**config.mk**
```make
export PLATFORM = sky130hd
export DESIGN_NAME = customer_driver
export DESIGN_NICKNAME = d
export VERILOG_FILES = /design/src/rtl/customer_driver.sv
export SDC_FILE = /design/constraint.sdc
export NUM_CORES = 1
export LEC_CHECK = 0
export CAP_MARGIN = 20
export CORE_MARGIN = 4
export CORE_UTILIZATION = 39
export CTS_CLUSTER_SIZE = 25
export DETAILED_ROUTE_END_ITERATION = 8
export GPL_TIMING_DRIVEN = 0
export PLACE_DENSITY = 0.61
export SLEW_MARGIN = 20
export SYNTH_ARGS = -nofsm -noshare
export SYNTH_HDL_FRONTEND = slang
export SYNTH_SLANG_ARGS = --single-unit
export TNS_END_PERCENT = 100
```
**constraint.sdc**
```tcl
create_clock -name clk -period 3.27 [get_ports clk]
set_input_delay 0.654 -clock clk [delete_from_list [all_inputs] [get_ports clk]]
set_output_delay 0.654 -clock clk [all_outputs]
set_load 0.03 [all_outputs]
```
**src/rtl/customer_driver.sv**
```systemverilog
// customer_driver: buys tickets by pulsing coins into a vendor, strobes done, then tallies the vendor's return pulses
module customer_driver #(
  parameter int DW      = 8,
  parameter int GAP     = 1,
  parameter int TIMEOUT = 16
) (
  input  logic          clk,
  input  logic          rst_n,
  input  logic          start,
  input  logic [DW-1:0] req_dest,
  input  logic [DW-1:0] req_count,
  input  logic [DW-1:0] req_ones,
  input  logic [DW-1:0] req_tens,
  output logic [DW-1:0] input_dest,
  output logic [DW-1:0] input_count,
  output logic          coin_one_in_pulse,
  output logic          coin_ten_in_pulse,
  output logic          done,
  input  logic          ticket_pulse,
  input  logic          coin_one_out_pulse,
  input  logic          coin_ten_out_pulse,
  output logic          busy,
  output logic          result_valid,
  output logic [DW-1:0] got_tickets,
  output logic [DW-1:0] got_ones,
  output logic [DW-1:0] got_tens
);
  localparam int GW = $clog2(GAP + 1);
  typedef enum logic [2:0] {IDLE, INS_TEN, INS_ONE, DONE, COLLECT, REPORT} state_t;
  state_t        state;
  logic [DW-1:0] tens_left, ones_left;
  logic [GW-1:0] gap;
  logic [7:0]    quiet;
  logic [2:0]    ret_r, ret_p, ret_e;
  logic          cnt_en;
  assign ret_e  = ret_r & ~ret_p;
  assign cnt_en = state == DONE || state == COLLECT;
  function automatic logic [DW-1:0] sat(input logic [DW-1:0] v, input logic e);
    return (e && v != '1) ? v + 1'b1 : v;
  endfunction
  // Each coin/done decision is made on the edge that drives it, so the cycle after start is a lead-in
  always_ff @(posedge clk or negedge rst_n) begin
    if (!rst_n) begin
      state             <= IDLE;
      tens_left         <= '0;
      ones_left         <= '0;
      gap               <= '0;
      quiet             <= '0;
      ret_r             <= '0;
      ret_p             <= '0;
      input_dest        <= '0;
      input_count       <= '0;
      coin_one_in_pulse <= 1'b0;
      coin_ten_in_pulse <= 1'b0;
      done              <= 1'b0;
      busy              <= 1'b0;
      result_valid      <= 1'b0;
      got_tickets       <= '0;
      got_ones          <= '0;
      got_tens          <= '0;
    end else begin
      ret_r             <= {ticket_pulse, coin_one_out_pulse, coin_ten_out_pulse};
      ret_p             <= ret_r;
      coin_one_in_pulse <= 1'b0;
      coin_ten_in_pulse <= 1'b0;
      done              <= 1'b0;
      result_valid      <= 1'b0;
      if (cnt_en) begin
        got_tickets <= sat(got_tickets, ret_e[2]);
        got_ones    <= sat(got_ones, ret_e[1]);
        got_tens    <= sat(got_tens, ret_e[0]);
      end
      case (state)
        IDLE: begin
          busy <= 1'b0;
          if (start) begin
            input_dest  <= req_dest;
            input_count <= req_count;
            tens_left   <= req_tens;
            ones_left   <= req_ones;
            gap         <= '0;
            state       <= req_tens != '0 ? INS_TEN : INS_ONE;
          end
        end
        INS_TEN, INS_ONE: begin
          busy <= 1'b1;
          if (gap != '0) gap <= gap - 1'b1;
          else if (tens_left != '0) begin
            coin_ten_in_pulse <= 1'b1;
            tens_left         <= tens_left - 1'b1;
            gap               <= GW'(GAP);
            state             <= INS_TEN;
          end else if (ones_left != '0) begin
            coin_one_in_pulse <= 1'b1;
            ones_left         <= ones_left - 1'b1;
            gap               <= GW'(GAP);
            state             <= INS_ONE;
          end else begin
            done        <= 1'b1;
            got_tickets <= '0;
            got_ones    <= '0;
            got_tens    <= '0;
            state       <= DONE;
          end
        end
        DONE: begin
          quiet <= '0;
          state <= COLLECT;
        end
        COLLECT: begin
          if (ret_e != '0) quiet <= '0;
          else if (quiet == 8'(TIMEOUT - 1)) begin
            result_valid <= 1'b1;
            state        <= REPORT;
          end else quiet <= quiet + 8'd1;
        end
        REPORT: begin
          busy  <= 1'b0;
          state <= IDLE;
        end
        default: state <= IDLE;
      endcase
    end
  end
endmodule

```
Yosys cells after proc, flatten, opt, wreduce, memory -nomap -nowiden:

Cells that the tools add are included.
W data, S select, Z words.

* eq/ne operators: 17
* multiplexer cells: 57
* add/subtract/negate cells: 7
* reductions and logical operators: 20
* bitwise gates (word level): 2

Operator list (count)
* $mux W8: 27
* $pmux W8 S2: 3
* $add A8 B1 Y8 const B: 4
* $ne A8 B8 Y1 const B: 3
* $reduce_bool A8 Y1: 3
* $mux W1: 18
* $sub A8 B1 Y8 const B: 2
* $mux W3: 4
* $ne A2 B2 Y1 const B: 6
* $pmux W3 S4: 1
* $eq A8 B4 Y1 const B: 1
* $reduce_and A4 Y1: 2
* $eq A3 B2 Y1 const B: 2
* $eq A3 B3 Y1 const B: 2
* $reduce_and A2 Y1: 3
* $reduce_bool A2 Y1: 3
* $reduce_and A5 Y1: 1
* $mux W2: 2
* $pmux W1 S2: 2
* $reduce_or A2 Y1: 2
* $and A3 B3 Y3: 1
* $eq A3 B1 Y1 const B: 1
* $logic_and A1 B1 Y1: 3
* $logic_not A3 Y1: 1
* 6 further kinds: 6

* word-level logic and storage cells: 120
* bits of input ports: 38
* flip-flop bits (word level): 79
* output and inout port bits: 45

Logic depth before layout (Yosys ltp):

Gate-level depths: netlist (run 1).

* depth after elaboration: 9
* depth in mapped cells: 8

Worst setup path after synthesis (run 1):

OpenSTA, ideal clock, no wires.

* kind: reg-to-reg
* start: register ones_left[0]
* end: register ones_left[6]
* data required time: 3.142 ns
* period minus slack after synthesis: 2.038 ns
* stages on the path, launching flop included: 9
* path buffers: 1
* library setup time: 0.128 ns
* arrival time: 1.911 ns
* path slack: 1.232 ns
* path through: dfrtp_1 inv_1 ha_1 or4b_4 o211ai_2 a21oi_1 buf_2 a21oi_1 a21oi_1

* word-level cells in the longest chain between the ends: 5

Ends and longest elaborated chain
* start, declared: line 31 `logic [DW-1:0] tens_left, ones_left;`
* start signal, assigned: line 80 `ones_left <= req_ones;`
* start signal, assigned: line 95 `ones_left <= ones_left - 1'b1;`
* $sub A8 B1 Y8: line 95
* $mux W8: line 93 `end else if (ones_left != '0) begin`
* $mux W8: line 88 `else if (tens_left != '0) begin`
* $mux W8: line 87 `if (gap != '0) gap <= gap - 1'b1;`
* $pmux W8 S2: line 73 `case (state)`

Parallel ways exist; a longest one is shown, timed or not. The select of a mux whose other input is x is not followed.
A chain may end at the register's enable or synchronous reset.

Worst setup path after layout (run 1):

Ends and elaborated chain as after synthesis.

==> reports/results.tsv, run 1 <==
stage	metric	value	unit
sta	PnR worst setup slack	881	ps
global_routing	GRT Util Overall	0.168	
sta	Peak Freq	419	MHz
clock_network	Post CTS Setup Buffer Count	0	
finish	Multi-input gate area	1930	um2
worst_setup_path	Reg2Reg Depth	8	
synthesis	Cell variety after synth	71	
synthesis	fraction of registers with async set/reset	1.00	
power	Int Pwr	2.32	mW
sta	post-layout min period	2390	ps
worst_setup_path	crit path max fanout	10	
detailed_routing	DR iter-0 viols	140	
global_routing	pin count of the biggest net entering global routing	45	
placed_design	RePlAce Congestion	0.827	
power	worst vdd ir	0.492	mV
finish	fin nets	539	
clock_network	Max H-tree Level	3	
detailed_routing	average wire per standard cell	15.0	um
synthesis	top cell type's share of synthesized area	0.485	
power	Clock Power Share	0.190	
clock_network	CTS Buf Count	9	
worst_setup_path	type of origin of the critical path	flop	
power	Sw Ratio	0.388	
power	NetSw	1.47	mW
clock_network	cts repair resizes	0	
synthesis	Primary FF master, synth	dfrtp_1	
floorplanning	Core Region	10200	um2
placed_design	Port Buffers	82	
floorplanning	Die Span X	110	um
synthesis	Synthesis Warnings	0	
worst_setup_path	Arrival @ worst endpoint	2630	ps
clock_network	CTS tree	yes	
synthesis	Synth Cell Area	4080	um2
finish	Layout area overhead	29.6	%
synthesis	Avg Inst Size Synth	10.2	um2
worst_setup_path	Crit. End Element	flop	
run_status	status	finished clean	
floorplanning	Rows	37	
synthesis	dominant cells by area after synthesis	dfrtp_1, mux2_2, nor2_1, a21oi_1, o21ai_0	
sta	Final Hold Viols	0	
clock_network	clock sink count	79	
finish	Final Non-Filler Cells	636	
sta	RSZ-0062 raised after global routing	no	
synthesis	Mapped Nets	445	
sta	Setup TNS	0	ps
clock_network	clk_lat worst skew	360	ps
floorplanning	die area	12200	um2
synthesis	sequential share of the synthesized area	0.485	
finish	Fillers	969	
detailed_routing	vias	3414	
synthesis	flops & latches, synth	79	
placed_design	DP HPWL	6.96	mm
placed_design	dpl cells	620	
detailed_routing	Routed Antenna Nets	0	
clock_network	clk root buf	clkbuf_8	
detailed_routing	vias per cell	5.37	
min_path	Hold Path Class	in -> async	
global_routing	initial antenna violation count	0	
power	Seq pwr share	0.373	
sta	final setup fails	0	
detailed_routing	drt drc	0	
synthesis	Post-Synthesis Cells	401	
floorplanning	I/O pin count	83	
sta	worst relative slew slack	0.419	
finish	Final Cell Area	5280	um2
floorplanning	Die Span Y	110	um
power	Gate power share	0.437	
sta	Clock Skew	10.4	ps
global_routing	vias in the first global route	3394	
sta	Final Max Tran Viols	0	
global_routing	first-pass GRT wire length	16.0	mm
clock_network	Clock Path Buffers	2	
placed_design	DP Area	5090	um2
detailed_routing	drt total wl	9.57	mm
power	Power Dens Cells	716	nW/um2
synthesis	leading area contributor after synthesis	dfrtp_1	
worst_setup_path	Setup CP Type	reg -> reg	
clock_network	Hold-fix buffers, CTS	0	
floorplanning	initial core utilization	0.398	
sta	Tcrit/Tclk final	0.730	
finish	layout cell share with drive strength beyond 1	0.134	
detailed_routing	Initial DRT Pass Iterations	4	
power	Leakage	2.21	nW
finish	Sequential Area	1980	um2
finish	ANT cells	0	
synthesis	Post-synth EDFFs	0	
sta	worst-margin pin slew	858	ps
global_routing	Overflow after GRT	0	
sta	hold slack	251	ps
flow_run	maxcap violations	0	
placed_design	post-place setup slack	536	ps
worst_setup_path	Critical Path RT	3510	ps
clock_network	Reg clk slew, reported paths	80	ps
[worst max-delay path, stage by stage, from the launching register on]
cell and delay [ps]:
dfrtp_1 410, inv_1 100, ha_1 240, or4b_4 540, o211ai_2 350, a21oi_1 170
buf_2 240, a21oi_1 150, a21oi_1 60
[layer usage]
layer | routed length, um | GRT usage | vias to the layer above
met4 | 154 | 0.0686 | 0
met2 | 4670 | 0.278 | 61
met5 | 0 | 0 | -
met1 | 4290 | 0.213 | 1679
met3 | 452 | 0.0361 | 13
li1 | - | - | 1661
[metrics by stage]
step / total power [mW] / utilization
floorplan: 2.52 / -
global placement: 3.04 / 0.495
detailed placement: 3.09 / 0.498
CTS: 3.83 / 0.516
global route: 4.07 / 0.516
finish: 3.78 / 0.516
[final timing paths]
path	from	end	slack, ps
hold reg to reg	ret_r[2]$_DFF_PN0_	ret_p[2]$_DFF_PN0_	390
min in group clk	ret_r[2]$_DFF_PN0_	ret_p[2]$_DFF_PN0_	390
setup reg to reg	ones_left[0]$_DFFE_PN0P_	ones_left[6]$_DFFE_PN0P_	880
setup / recovery	ones_left[0]$_DFFE_PN0P_	ones_left[6]$_DFFE_PN0P_	880
max in group asynchronous	rst_n	quiet[0]$_DFFE_PN0P_	2430
hold / removal	rst_n	got_ones[3]$_DFF_PN0_	250
[cells in the mapped netlist, types with 4 or more instances]
master / count
a31oi_1: 7
inv_1: 12
nand2b_1: 5
o21ai_0: 27
nand3_1: 11
mux2i_1: 7
nand4_1: 10
nand2_1: 31
nor4_1: 8
and3_1: 6
clkbuf_1: 5
mux2_2: 16
buf_2: 6
dfrtp_1: 79
xor2_1: 4
xnor2_1: 7
ha_1: 6
nor2_1: 39
nor3_1: 12
a21oi_1: 27
[registers in the layout, summed over array words and instances (netlist names)]
register / cells
got_tens: 8
result_valid: 1
got_tickets: 8
busy: 1
ret_r: 3
got_ones: 8
input_count: 8
coin_one_in_pulse: 1
quiet: 8
coin_ten_in_pulse: 1
gap: 1
ret_p: 3
done: 1
state: 3
tens_left: 8
input_dest: 8
ones_left: 8
[power by group through the flow]
stage               Clock (mW)  Combinational (mW)  Sequential, mW
CTS                      0.753                1.67            1.41
detailed placement           0                1.66            1.43
floorplan                    0               0.886            1.64
global placement             0                1.63            1.41
finish                   0.721                1.65            1.41
global route             0.786                1.83            1.45
[area by class of cell]
class,count,share of cell area
clock inverters,4,0.00853
well taps,136,0.0322
inverters,13,0.0102
clock buffers,12,0.0275
multi-input cells,292,0.365
plain buffers,17,0.0218
flip-flops and latches,79,0.374
repair buffers,83,0.160
[placed cells by master, fill, tap and decap left out, types with 5 or more instances in the layout]
cell type and n:
inv_1 12, mux2_2 16, mux2i_1 7, dfrtp_1 79, clkbuf_8 11, clkdlybuf4s50_1 81, nand4_1 10, nand2_1 31
a21oi_1 27, xnor2_1 7, and3_1 6, nor4_1 8, ha_1 6, nor2_1 39, o21ai_0 27, a31oi_1 7
buf_2 6, nor3_1 12, clkbuf_1 7, nand3_1 11, nand2b_1 5
[kinds of logic (layout without fill, tap and decap cells)]
| kind of cell | after synthesis | in the layout | synth area share |
|---|---|---|---|
| and+or+nand+nor | 153 | 153 | 0.211 |
| DFF | 79 | 79 | 0.485 |
| buffers and inverters | 30 | 129 | 0.0414 |
| muxes | 23 | 23 | 0.0614 |
| AOI/OAI and AO/OA | 99 | 99 | 0.160 |
| adders and majority gates | 6 | 6 | 0.0184 |
| xor gates and xnor gates | 11 | 11 | 0.0236 |
No activity file was read; power rests on OpenSTA's default activity.
==> run 2: changes to the inputs <==
PLACE_DENSITY = 0.64   (was 0.61)
clock period = 2.13 ns   (was 3.27 ns; I/O delays follow)
==> run 2 against run 1 <==
  * The flow now finishes with violations (negative setup slack)
  * Clock power increased by 51%
  * Non-clock buffer count is 19 higher
  * Fmax up 9.8%
  * Sequential power is 54% higher
  * First-iteration DRC count down 10%
  * Sequential share of layout area down 2.3 points
  * Setup slack worse by 930 ps
  * Worst hold slack improved by 130 ps
  * Global-route usage increased by 0.43 points
  * Sequential cell count is the same
  * Largest cell class is now multi-input combinational cells
  * Largest power group unchanged
  * Highest routed layer unchanged
==> reports/results.tsv, run 2 (synthesized netlist as in run 1, its figures left out) <==
stage	metric	value	unit	change
run_status	status	finished with violations		
placed_design	dpl cells	620		unchanged
global_routing	Overflow after GRT	0		unchanged
clock_network	clock sink count	79		unchanged
sta	PnR worst setup slack	-45.1	ps	-926 ps
clock_network	CTS tree	yes		
worst_setup_path	crit path max fanout	5		-5
global_routing	initial antenna violation count	0		unchanged
finish	Final Non-Filler Cells	655		+3.0%
sta	Peak Freq	460	MHz	+9.8%
global_routing	pin count of the biggest net entering global routing	55		+22%
global_routing	GRT Util Overall	0.172		+0.00434
worst_setup_path	type of origin of the critical path	flop		
clock_network	CTS Buf Count	9		unchanged
power	total power	6.10	mW	+61%
min_path	Hold Path Class	reg -> reg		
finish	Final Cell Area	5640	um2	+6.7%
finish	post-layout util	0.551		+0.0345
finish	fin nets	558		+3.5%
floorplanning	die area	12200	um2	unchanged
sta	Final Max Tran Viols	0		unchanged
worst_setup_path	Crit. End Element	flop		
sta	worst-margin pin slew	632	ps	-226 ps
finish	most frequent cells in the layout	clkdlybuf4s50_1, dfrtp_1, nor2_1		
sta	Tcrit/Tclk final	1.02		+0.291
sta	post-layout min period	2180	ps	-214 ps
detailed_routing	DR iter-0 viols	126		-10%
floorplanning	I/O pin count	83		unchanged
finish	Layout area overhead	38.2	%	
clock_network	clk_lat worst skew	350	ps	about the same
sta	Setup TNS	-97.0	ps	-97.0 ps
power	Power Dens Cells	1080	nW/um2	+51%
floorplanning	Core Region	10200	um2	unchanged
detailed_routing	vias	3452		+1.1%
worst_setup_path	FF-to-FF setup slack	-50	ps	-930 ps
finish	Fillers	912		-5.9%
worst_setup_path	Critical Path RT	2360	ps	-1150 ps
detailed_routing	Routed Antenna Nets	0		unchanged
placed_design	DP HPWL	6.90	mm	-0.83%
worst_setup_path	Setup CP Type	reg -> reg		
floorplanning	Die Span X	110	um	unchanged
sta	RSZ-0062 raised after global routing	yes		
floorplanning	initial core utilization	0.398		unchanged
clock_network	Clock Path Buffers	2		unchanged
sta	final setup fails	3		+3
sta	Final Hold Viols	0		unchanged
power	worst vdd ir	0.638	mV	+30%
detailed_routing	average wire per standard cell	15.2	um	+0.74%
clock_network	clk root buf	clkbuf_8		
sta	worst relative slew slack	0.575		+0.156
min_path	WHS Path Cells	0		
global_routing	vias in the first global route	3367		-0.80%
detailed_routing	Initial DRT Pass Iterations	4		unchanged
finish	Sequential Area	1980	um2	unchanged
clock_network	Reg clk slew, reported paths	80	ps	about the same
finish	commonest non-fill, non-tap cell in the layout	clkdlybuf4s50_1		
placed_design	DP Area	5090	um2	unchanged
finish	ANT cells	0		unchanged
finish	layout cell share with drive strength beyond 1	0.222		+0.0876
floorplanning	Rows	37		unchanged
finish	Multi-input gate area	2070	um2	+7.3%
power	Leakage	2.32	nW	+4.7%
floorplanning	Die Span Y	110	um	unchanged
run_status	failing checks	negative setup slack		
global_routing	first-pass GRT wire length	16.4	mm	+2.9%
detailed_routing	vias per cell	5.27		-1.8%
placed_design	RePlAce Congestion	0.838		+1.4%
worst_setup_path	Arrival @ worst endpoint	2400	ps	-230 ps
flow_run	maxcap violations	0		unchanged
worst_setup_path	Reg2Reg Depth	9		+1
detailed_routing	drt total wl	9.93	mm	+3.8%
detailed_routing	drt drc	0		unchanged
sta	Clock Skew	8.59	ps	-1.83 ps
clock_network	Max H-tree Level	3		unchanged
placed_design	Port Buffers	82		unchanged
-- run 2: cell types whose count changed in the layout (fill, tap and decap cells not counted), sizes merged --
cell / change
clkinv: -2
buf: +18
dlygate4sd3: +1
clkbuf: -1
clkinvlp: +1
inv: +3
bufinv: -1
-- run 2: where the power goes --
group	switching [mW]	total, mW	internal (mW)
Clock	0.591	1.09	0.496
Sequential	0.297	2.17	1.87
Combinational	1.54	2.84	1.30
-- run 2: path summary, 6_finish.rpt --
| kind | start | to |
|---|---|---|
| worst max register to register | tens_left[0]$_DFFE_PN0P_ | got_tickets[2]$_DFF_PN0_ |
| min in group asynchronous | rst_n | got_ones[7]$_DFF_PN0_ |
| worst min register to register | ret_r[1]$_DFF_PN0_ | ret_p[1]$_DFF_PN0_ |
| worst max-delay path | tens_left[0]$_DFFE_PN0P_ | got_tickets[2]$_DFF_PN0_ |
| worst min-delay path | ret_r[1]$_DFF_PN0_ | ret_p[1]$_DFF_PN0_ |
| max in group asynchronous | rst_n | state[0]$_DFFE_PN0P_ |
-- run 2: cell type report --
| class | count | share of cell area |
|---|---|---|
| plain buffers | 16 | 0.0215 |
| clock buffers | 11 | 0.0269 |
| clock inverters | 5 | 0.00688 |
| inverters | 13 | 0.00999 |
| multi-input cells | 292 | 0.367 |
| flip-flops and latches | 79 | 0.351 |
| well taps | 136 | 0.0302 |
| repair buffers | 103 | 0.186 |
-- run 2: what timing repair did --
action                     in CTS  in global routing
setup buffers                  14                  2
gates resized for setup        13                 30
hold endpoints to repair       25                  0
hold buffers                    1                  0
pin swaps                       5                 10
setup endpoints to repair      42                 31
gates cloned                    1                  2
-- run 2: per-stage QoR --
stage | hold slack [ps] | setup WS (ps)
6_report | 385 | -45.1
5_1_grt | 409 | -150
4_1_cts | 389 | 14.7
3_5_place_dp | 366 | -397
3_3_place_gp | 366 | -2300
2_1_floorplan | 130 | 91.5
-- run 2: metal layers --
layer	part of all wire	vias up	wire length [um]	track usage
met5	0	-	0	0
met4	0.0064	0	64	0.0519
met3	0.048	4	480	0.0326
met2	0.48	76	4770	0.279
met1	0.46	1666	4610	0.235
li1	-	1706	-	-
-- run 2: critical path: stages (launching register included) --
cell and delay (ps):
dfrtp_1 410, inv_2 90, ha_4 140, or4b_4 510, nor4_4 380, nand3b_4 170, inv_8 120, buf_4 110
a211o_1 80, o21ai_1 60
